<file path="src/rtl/lab3_div_sequencer.sv">
// Button-driven sequencer for the lab3 divider: synchronises and debounces four buttons,
// issues load/start pulses, waits for the divider with a timeout and owns the display select.
module lab3_div_sequencer #(
  parameter int DEBOUNCE_CYCLES = 500000,
  parameter int DB_W            = 20,
  parameter int TIMEOUT_CYCLES  = 64,
  parameter int TO_W            = 7
) (
  input  logic       CLK,
  input  logic       RST_N,
  input  logic       LEFT,
  input  logic       RIGHT,
  input  logic       UP,
  input  logic       DOWN,
  input  logic       DIV_DONE,
  output logic       dividendLOAD,
  output logic       divisorLOAD,
  output logic       trigger,
  output logic       remainderDISPLAY,
  output logic       busy,
  output logic       error,
  output logic [1:0] state
);

  typedef enum logic [1:0] {
    S_IDLE = 2'd0,
    S_WAIT = 2'd1
  } state_t;

  localparam logic [DB_W-1:0] DB_LAST = DB_W'(DEBOUNCE_CYCLES - 1);
  localparam logic [TO_W-1:0] TO_LAST = TO_W'(TIMEOUT_CYCLES - 1);

  logic [3:0]           btn_raw;
  logic [3:0]           sync1_q, sync2_q;
  logic [3:0]           db_q, db_d, db_prev_q;
  logic [3:0][DB_W-1:0] db_cnt_q, db_cnt_d;
  logic [3:0]           press;
  logic                 ev_left, ev_right, ev_up, ev_down;

  state_t               state_q, state_d;
  logic                 dvd_load_q, dvd_load_d;
  logic                 dvs_load_q, dvs_load_d;
  logic                 trig_q, trig_d;
  logic                 rem_q, rem_d;
  logic                 busy_q, busy_d;
  logic                 err_q, err_d;
  logic                 dvd_ok_q, dvd_ok_d;
  logic                 dvs_ok_q, dvs_ok_d;
  logic                 res_ok_q, res_ok_d;
  logic [TO_W-1:0]      to_cnt_q, to_cnt_d;

  // Bit order everywhere: 0 = LEFT, 1 = RIGHT, 2 = UP, 3 = DOWN
  assign btn_raw = {DOWN, UP, RIGHT, LEFT};

  always_ff @(posedge CLK or negedge RST_N) begin
    if (!RST_N) begin
      sync1_q   <= '0;
      sync2_q   <= '0;
      db_q      <= '0;
      db_prev_q <= '0;
      db_cnt_q  <= '0;
    end else begin
      sync1_q   <= btn_raw;
      sync2_q   <= sync1_q;
      db_q      <= db_d;
      db_prev_q <= db_q;
      db_cnt_q  <= db_cnt_d;
    end
  end

  always_comb begin
    db_d     = db_q;
    db_cnt_d = '0;
    for (int i = 0; i < 4; i++) begin
      if (sync2_q[i] != db_q[i]) begin
        if (db_cnt_q[i] == DB_LAST) begin
          db_d[i] = ~db_q[i];
        end else begin
          db_cnt_d[i] = db_cnt_q[i] + 1'b1;
        end
      end
    end
  end

  // One-cycle press events, resolved by fixed priority so only one acts
  assign press    = db_q & ~db_prev_q;
  assign ev_left  = press[0];
  assign ev_right = press[1] & ~press[0];
  assign ev_up    = press[2] & ~(|press[1:0]);
  assign ev_down  = press[3] & ~(|press[2:0]);

  always_ff @(posedge CLK or negedge RST_N) begin
    if (!RST_N) begin
      state_q    <= S_IDLE;
      dvd_load_q <= 1'b0;
      dvs_load_q <= 1'b0;
      trig_q     <= 1'b0;
      rem_q      <= 1'b0;
      busy_q     <= 1'b0;
      err_q      <= 1'b0;
      dvd_ok_q   <= 1'b0;
      dvs_ok_q   <= 1'b0;
      res_ok_q   <= 1'b0;
      to_cnt_q   <= '0;
    end else begin
      state_q    <= state_d;
      dvd_load_q <= dvd_load_d;
      dvs_load_q <= dvs_load_d;
      trig_q     <= trig_d;
      rem_q      <= rem_d;
      busy_q     <= busy_d;
      err_q      <= err_d;
      dvd_ok_q   <= dvd_ok_d;
      dvs_ok_q   <= dvs_ok_d;
      res_ok_q   <= res_ok_d;
      to_cnt_q   <= to_cnt_d;
    end
  end

  always_comb begin
    state_d    = state_q;
    dvd_load_d = 1'b0;
    dvs_load_d = 1'b0;
    trig_d     = 1'b0;
    rem_d      = rem_q;
    busy_d     = busy_q;
    err_d      = err_q;
    dvd_ok_d   = dvd_ok_q;
    dvs_ok_d   = dvs_ok_q;
    res_ok_d   = res_ok_q;
    to_cnt_d   = to_cnt_q;
    case (state_q)
      S_IDLE: begin
        if (ev_left) begin
          dvd_load_d = 1'b1;
          dvd_ok_d   = 1'b1;
          res_ok_d   = 1'b0;
          rem_d      = 1'b0;
          err_d      = 1'b0;
        end else if (ev_right) begin
          dvs_load_d = 1'b1;
          dvs_ok_d   = 1'b1;
          res_ok_d   = 1'b0;
          rem_d      = 1'b0;
          err_d      = 1'b0;
        end else if (ev_up) begin
          if (dvd_ok_q && dvs_ok_q) begin
            trig_d   = 1'b1;
            busy_d   = 1'b1;
            err_d    = 1'b0;
            to_cnt_d = '0;
            state_d  = S_WAIT;
          end else begin
            err_d = 1'b1;
          end
        end else if (ev_down && res_ok_q) begin
          rem_d = ~rem_q;
        end
      end
      S_WAIT: begin
        // DIV_DONE is ignored while the trigger pulse itself is still out
        if (!trig_q && DIV_DONE) begin
          state_d  = S_IDLE;
          busy_d   = 1'b0;
          res_ok_d = 1'b1;
          rem_d    = 1'b0;
        end else begin
          to_cnt_d = to_cnt_q + 1'b1;
          if (to_cnt_q == TO_LAST) begin
            state_d  = S_IDLE;
            busy_d   = 1'b0;
            err_d    = 1'b1;
            res_ok_d = 1'b0;
          end
        end
      end
      default: state_d = S_IDLE;
    endcase
  end

  assign dividendLOAD     = dvd_load_q;
  assign divisorLOAD      = dvs_load_q;
  assign trigger          = trig_q;
  assign remainderDISPLAY = rem_q;
  assign busy             = busy_q;
  assign error            = err_q;
  assign state            = state_q;

endmodule

</file>
<file path="config.mk">
export PLATFORM = sky130hd
export DESIGN_NAME = lab3_div_sequencer
export DESIGN_NICKNAME = d
export VERILOG_FILES = /design/src/rtl/lab3_div_sequencer.sv
export SDC_FILE = /design/constraint.sdc
export NUM_CORES = 1
export LEC_CHECK = 0
export ABC_CLOCK_PERIOD_IN_PS = 3000
export CORE_UTILIZATION = 66
export CTS_CLUSTER_SIZE = 25
export DETAILED_ROUTE_END_ITERATION = 16
export PLACE_DENSITY = 0.85
export SYNTH_ARGS = -nofsm -noshare
export SYNTH_HDL_FRONTEND = slang
export SYNTH_SLANG_ARGS = --single-unit
</file>
<file path="constraint.sdc">
create_clock -name CLK -period 3 [get_ports CLK]
set_input_delay 0.3 -clock CLK [delete_from_list [all_inputs] [get_ports CLK]]
set_output_delay 0.3 -clock CLK [all_outputs]
set_load 0.01 [all_outputs]
</file>
; ---- After elaboration in Yosys (flattened, before gate mapping)
; Index checks and enable logic that the tools add are counted.
[classes]
n_eq_ne = 22
reduce_logical = 20
n_bitwise = 13
muxes = 55
add_sub_neg = 5
[op_table]
columns = op, n
row1 = 2-to-1 mux 20 bit, 8
row2 = "adder 20 x 1 -> 20 bit, second input constant", 4
row3 = "== test 20 x 19 -> 1 bit, second input constant", 4
row4 = 2-to-1 mux 7 bit, 5
row5 = 2-to-1 mux 1 bit, 30
row6 = "!= test 2 bit, second input constant", 7
row7 = one-hot mux 7 bit (2 select lines), 1
row8 = 2-to-1 mux 2 bit, 6
row9 = "!= test 4 bit, second input constant", 3
row10 = AND reduction 6 bit, 2
row11 = AND reduction 2 bit, 5
row12 = inverter 1 bit, 8
row13 = one-hot mux 1 bit (2 select lines), 4
row14 = AND reduction 4 bit, 2
row15 = "adder 7 x 1 -> 7 bit, second input constant", 1
row16 = "== test 7 x 6 -> 1 bit, second input constant", 1
row17 = "!= test 3 bit, second input constant", 2
row18 = AND reduction 3 bit, 2
row19 = AND reduction 5 bit, 1
row20 = bitwise AND 4 bit, 1
row21 = != test 1 bit, 4
row22 = inverter 4 bit, 1
row23 = one-hot mux 2 bit (2 select lines), 1
row24 = bitwise AND 1 bit, 3
row25 = other kinds (7), 9
[totals]
ff_bits = 114
out_inout_bits = 8
inputBits = 7

; ---- Depth between registers and ports, before layout
[logic_depth]
word_depth = 11
depth_mapped = 6

; ---- Worst setup path before layout
; Ideal clock, no wire load.
[synth_timing]
path_kind = register -> register
startpoint = register db_cnt_q[20] (netlist name)
endpoint = register db_cnt_q[38] (netlist name)
path_slack_ns = 1.045
setup_time_ns = 0.080
synth_period_minus_slack_ns = 1.955
stages_incl_launch_ff = 6
path_buffers = 0
t_arrival_ns = 1.875
cell_sequence = dfrtp_1 > ha_1 > nand4_2 > or4_4 > or4_1 > a21oi_1
[synth_lines]
columns = item, line_no
row1 = start: declaration, 36  ; logic [3:0][DB_W-1:0] db_cnt_q, db_cnt_d;
row2 = start signal: assignment, 67  ; db_cnt_q <= db_cnt_d;

==> run metrics <==
status completed; Max Slew Vio Count 0; Setup crit start kind flop; critical setup path kind reg -> reg; initial antenna violation count 0; final wirelength a little over 10 mm; clk buf depth 2; syn nets between 500 and 600; Post-CTS Setup Repair Bufs 0; Vias/cell about 6; async set-reset flop share out of synthesis 1.00; I/O pins 15; Initial Utilization 0.685; Tot GR Track Use 0.268; Seq cells post-synth between 100 and 150; layout cell share with drive strength beyond 1 0.0810; first-pass GRT wire length 17.9 mm; GRT overflow 0; Worst-Skew Late Latency ~370 ps; average size of a mapped cell 10.1 um2; Slew HR 0.338; Routed Antenna Nets 0; reg2reg end db_cnt_q[18]; multiplexer area fraction after synthesis 0.0122; Setup crit start db_cnt_q[0]; Main synth FF type dfrtp_1; Synth Area in Adders 0.0118; full die area 8420 um2; final setup TNS 0 ps; Hold Slack ~73 ps; Post-DP HPWL 7.04 mm; flop2flop setup slack between 800 and 900 ps; DRC 0; Worst Path Arrival 2410 ps; EDFF count, synth 0; main combinational cell family by area after synthesis simple AND/OR/NAND/NOR gates; Final Non-Filler Cells ~650; Layout area overhead 8.61%; core area just under 8000 um2; Cell Area, Placed about 5500 um2; Post-Layout Inst Area 5780 um2; Yosys top cell by area dfrtp_1; CP delay by family, top simple AND/OR/NAND/NOR gates; Leak 2.35 nW; slowest CP cell or4_1; Synth Cell Area about 5300 um2; Pwr Density between 400 and 500 nW/um2; die width between 90 and 100 um; critical-path cell list ha_1, nand4_1, or4_1, mux2i_1, nor4bb_1; Worst Setup End Kind flop; diode count 0; Nets 550; largest net degree at the start of global routing slightly above 80; vias 3,961; maxcap violations 0; cts hold-fix bufs 0; Synth Area in XOR/XNOR 0.0939; worst r2r path cells 5; Hold Path Class in -> async; htree depth 3; Clk pin slew, worst setup/hold paths ~100 ps; Synth Area in Simple Gates 0.257; Final Setup Violations 0; required time worst endpoint around 3300 ps; Yosys top cell area share 0.527; vias in the first global route 3,940; Yosys cell types 52; placed cells 629; Fin. Hold Viols 0; critical-path maximum fanout 6; compound-cell area share of the yosys netlist 0.0720; fmax between 400 and 500 MHz; worst vdd ir between 0.3 and 0.4 mV; Post-CTS Resized 0; RSZ-0062 raised after global routing false; final period utilization 0.714; Seq/Total Area, Yosys 0.527; top cells by area, synth dfrtp_1, xnor2_1, nor2_1, xor2_1, nand3_1; gpl congestion between 0.8 and 0.9; Avg WL per Cell roughly 16 um; cts bufs inserted 9; Starting DRT DRC Count 231; Yosys Warn Count 0; Crit Reg-Reg Startpoint db_cnt_q[0]; Worst-Margin Slew 993 ps; slowest cell delay on critical path between 600 and 700 ps; Die H 91.8 um; Buffers on Ports 13; drt pass-1 iters 7; Cells after Synth ~530; Clock Skew ~8.8 ps; fin crit period roughly 2100 ps; TritonCTS clock tree done; Root Buffer clkbuf_8; Clock Sinks between 100 and 150; row count 32; Overall Power approximately 2.7 mW; CP Buf/Inv Count 0
-- metrics by stage --
step            util  worst slack (ps)
6_report       0.744               858
5_1_grt        0.744               664
4_1_cts        0.744               867
3_5_place_dp   0.713               888
3_3_place_gp   0.713               997
2_1_floorplan      -              1040
-- layout make-up --
| type | instances | area [um2] |
|---|---|---|
| repair buffers | 19 | 173 |
| clock buffers | 11 | 151 |
| clock inverters | 5 | 87.6 |
| multi-input cells | 382 | 2380 |
| fillers | 540 | 1990 |
| inverters | 14 | 52.6 |
| well taps | 102 | 128 |
| flip-flops and latches | 112 | 2800 |
-- sequential cells by signal, summed over array words and instances, names as in the netlist, 4 cells and up --
signal	cells
to_cnt_q	7
sync2_q	4
db_prev_q	4
db_cnt_q	80
sync1_q	4
db_q	4
-- cell usage in the layout (no fill, tap or decap), types with 3 or more instances in the layout --
cell / n
a21oi_1: 22
and2_1: 5
and3_1: 6
and4_1: 4
buf_4: 7
clkbuf_8: 11
clkdlybuf4s50_1: 12
dfrtp_1: 112
ha_1: 5
inv_1: 14
mux2_2: 4
nand2_1: 34
nand2b_1: 5
nand3_1: 34
nand4_1: 22
nor2_1: 66
nor3_1: 16
nor4_1: 12
nor4bb_1: 5
o21ai_0: 15
o31ai_1: 10
or2_2: 6
or3_1: 10
or4_1: 14
or4_4: 3
xnor2_1: 31
xor2_1: 26
-- synth_stat cells (2+ instances only) --
| cell | n |
|---|---|
| nor2_1 | 66 |
| nand4_1 | 22 |
| a21oi_1 | 22 |
| o31ai_1 | 10 |
| inv_1 | 14 |
| o21ai_0 | 15 |
| a31o_2 | 2 |
| nand3_1 | 34 |
| nor4_1 | 12 |
| and3_1 | 6 |
| and4_1 | 4 |
| dfrtp_1 | 112 |
| buf_4 | 3 |
| or2_2 | 6 |
| nand2_1 | 34 |
| nor3b_1 | 2 |
| ha_1 | 5 |
| or3_1 | 10 |
| xnor2_1 | 31 |
| nor3_1 | 16 |
| and2_1 | 5 |
| or4_4 | 3 |
| or4_1 | 14 |
| nand2b_1 | 5 |
| a31oi_1 | 2 |
| xor2_1 | 26 |
| mux2_2 | 4 |
| buf_2 | 4 |
| clkbuf_1 | 8 |
| mux2i_1 | 2 |
| nor4bb_1 | 5 |
-- layer usage --
layer	up-vias	part of all wire	global-route usage
li1	1900	-	-
met1	1974	0.44	0.344
met2	74	0.51	0.450
met3	13	0.027	0.0580
met4	0	0.014	0.0977
met5	-	0	0
-- power breakdown --
group | leakage (nW) | switching (mW) | internal [mW]
Sequential | 1.52 | 0.0213 | 1.53
Combinational | 0.709 | 0.0625 | 0.0284
Clock | 0.118 | 0.499 | 0.523
-- how the worst max path moves through the flow --
stage | to | slack, ps | cells past startpoint
after global routing | db_cnt_q[18] | 660 | 5
final | db_cnt_q[18] | 860 | 5
after floorplan | db_cnt_q[38] | 1040 | 5
after CTS | db_cnt_q[18] | 870 | 5
after detailed placement | db_cnt_q[16] | 890 | 5
after global placement | db_cnt_q[38] | 1000 | 5
-- cell families (layout without fill, tap and decap cells) --
logic type | Yosys count | after routing
simple gates | 252 | 252
flops | 112 | 112
compound gates | 61 | 61
xor+xnor | 57 | 57
buf+inv | 31 | 49
mux | 6 | 6
fa+ha+maj | 5 | 5
other cells | 1 | 1
Note: power is estimated with default switching activity, not from simulation.
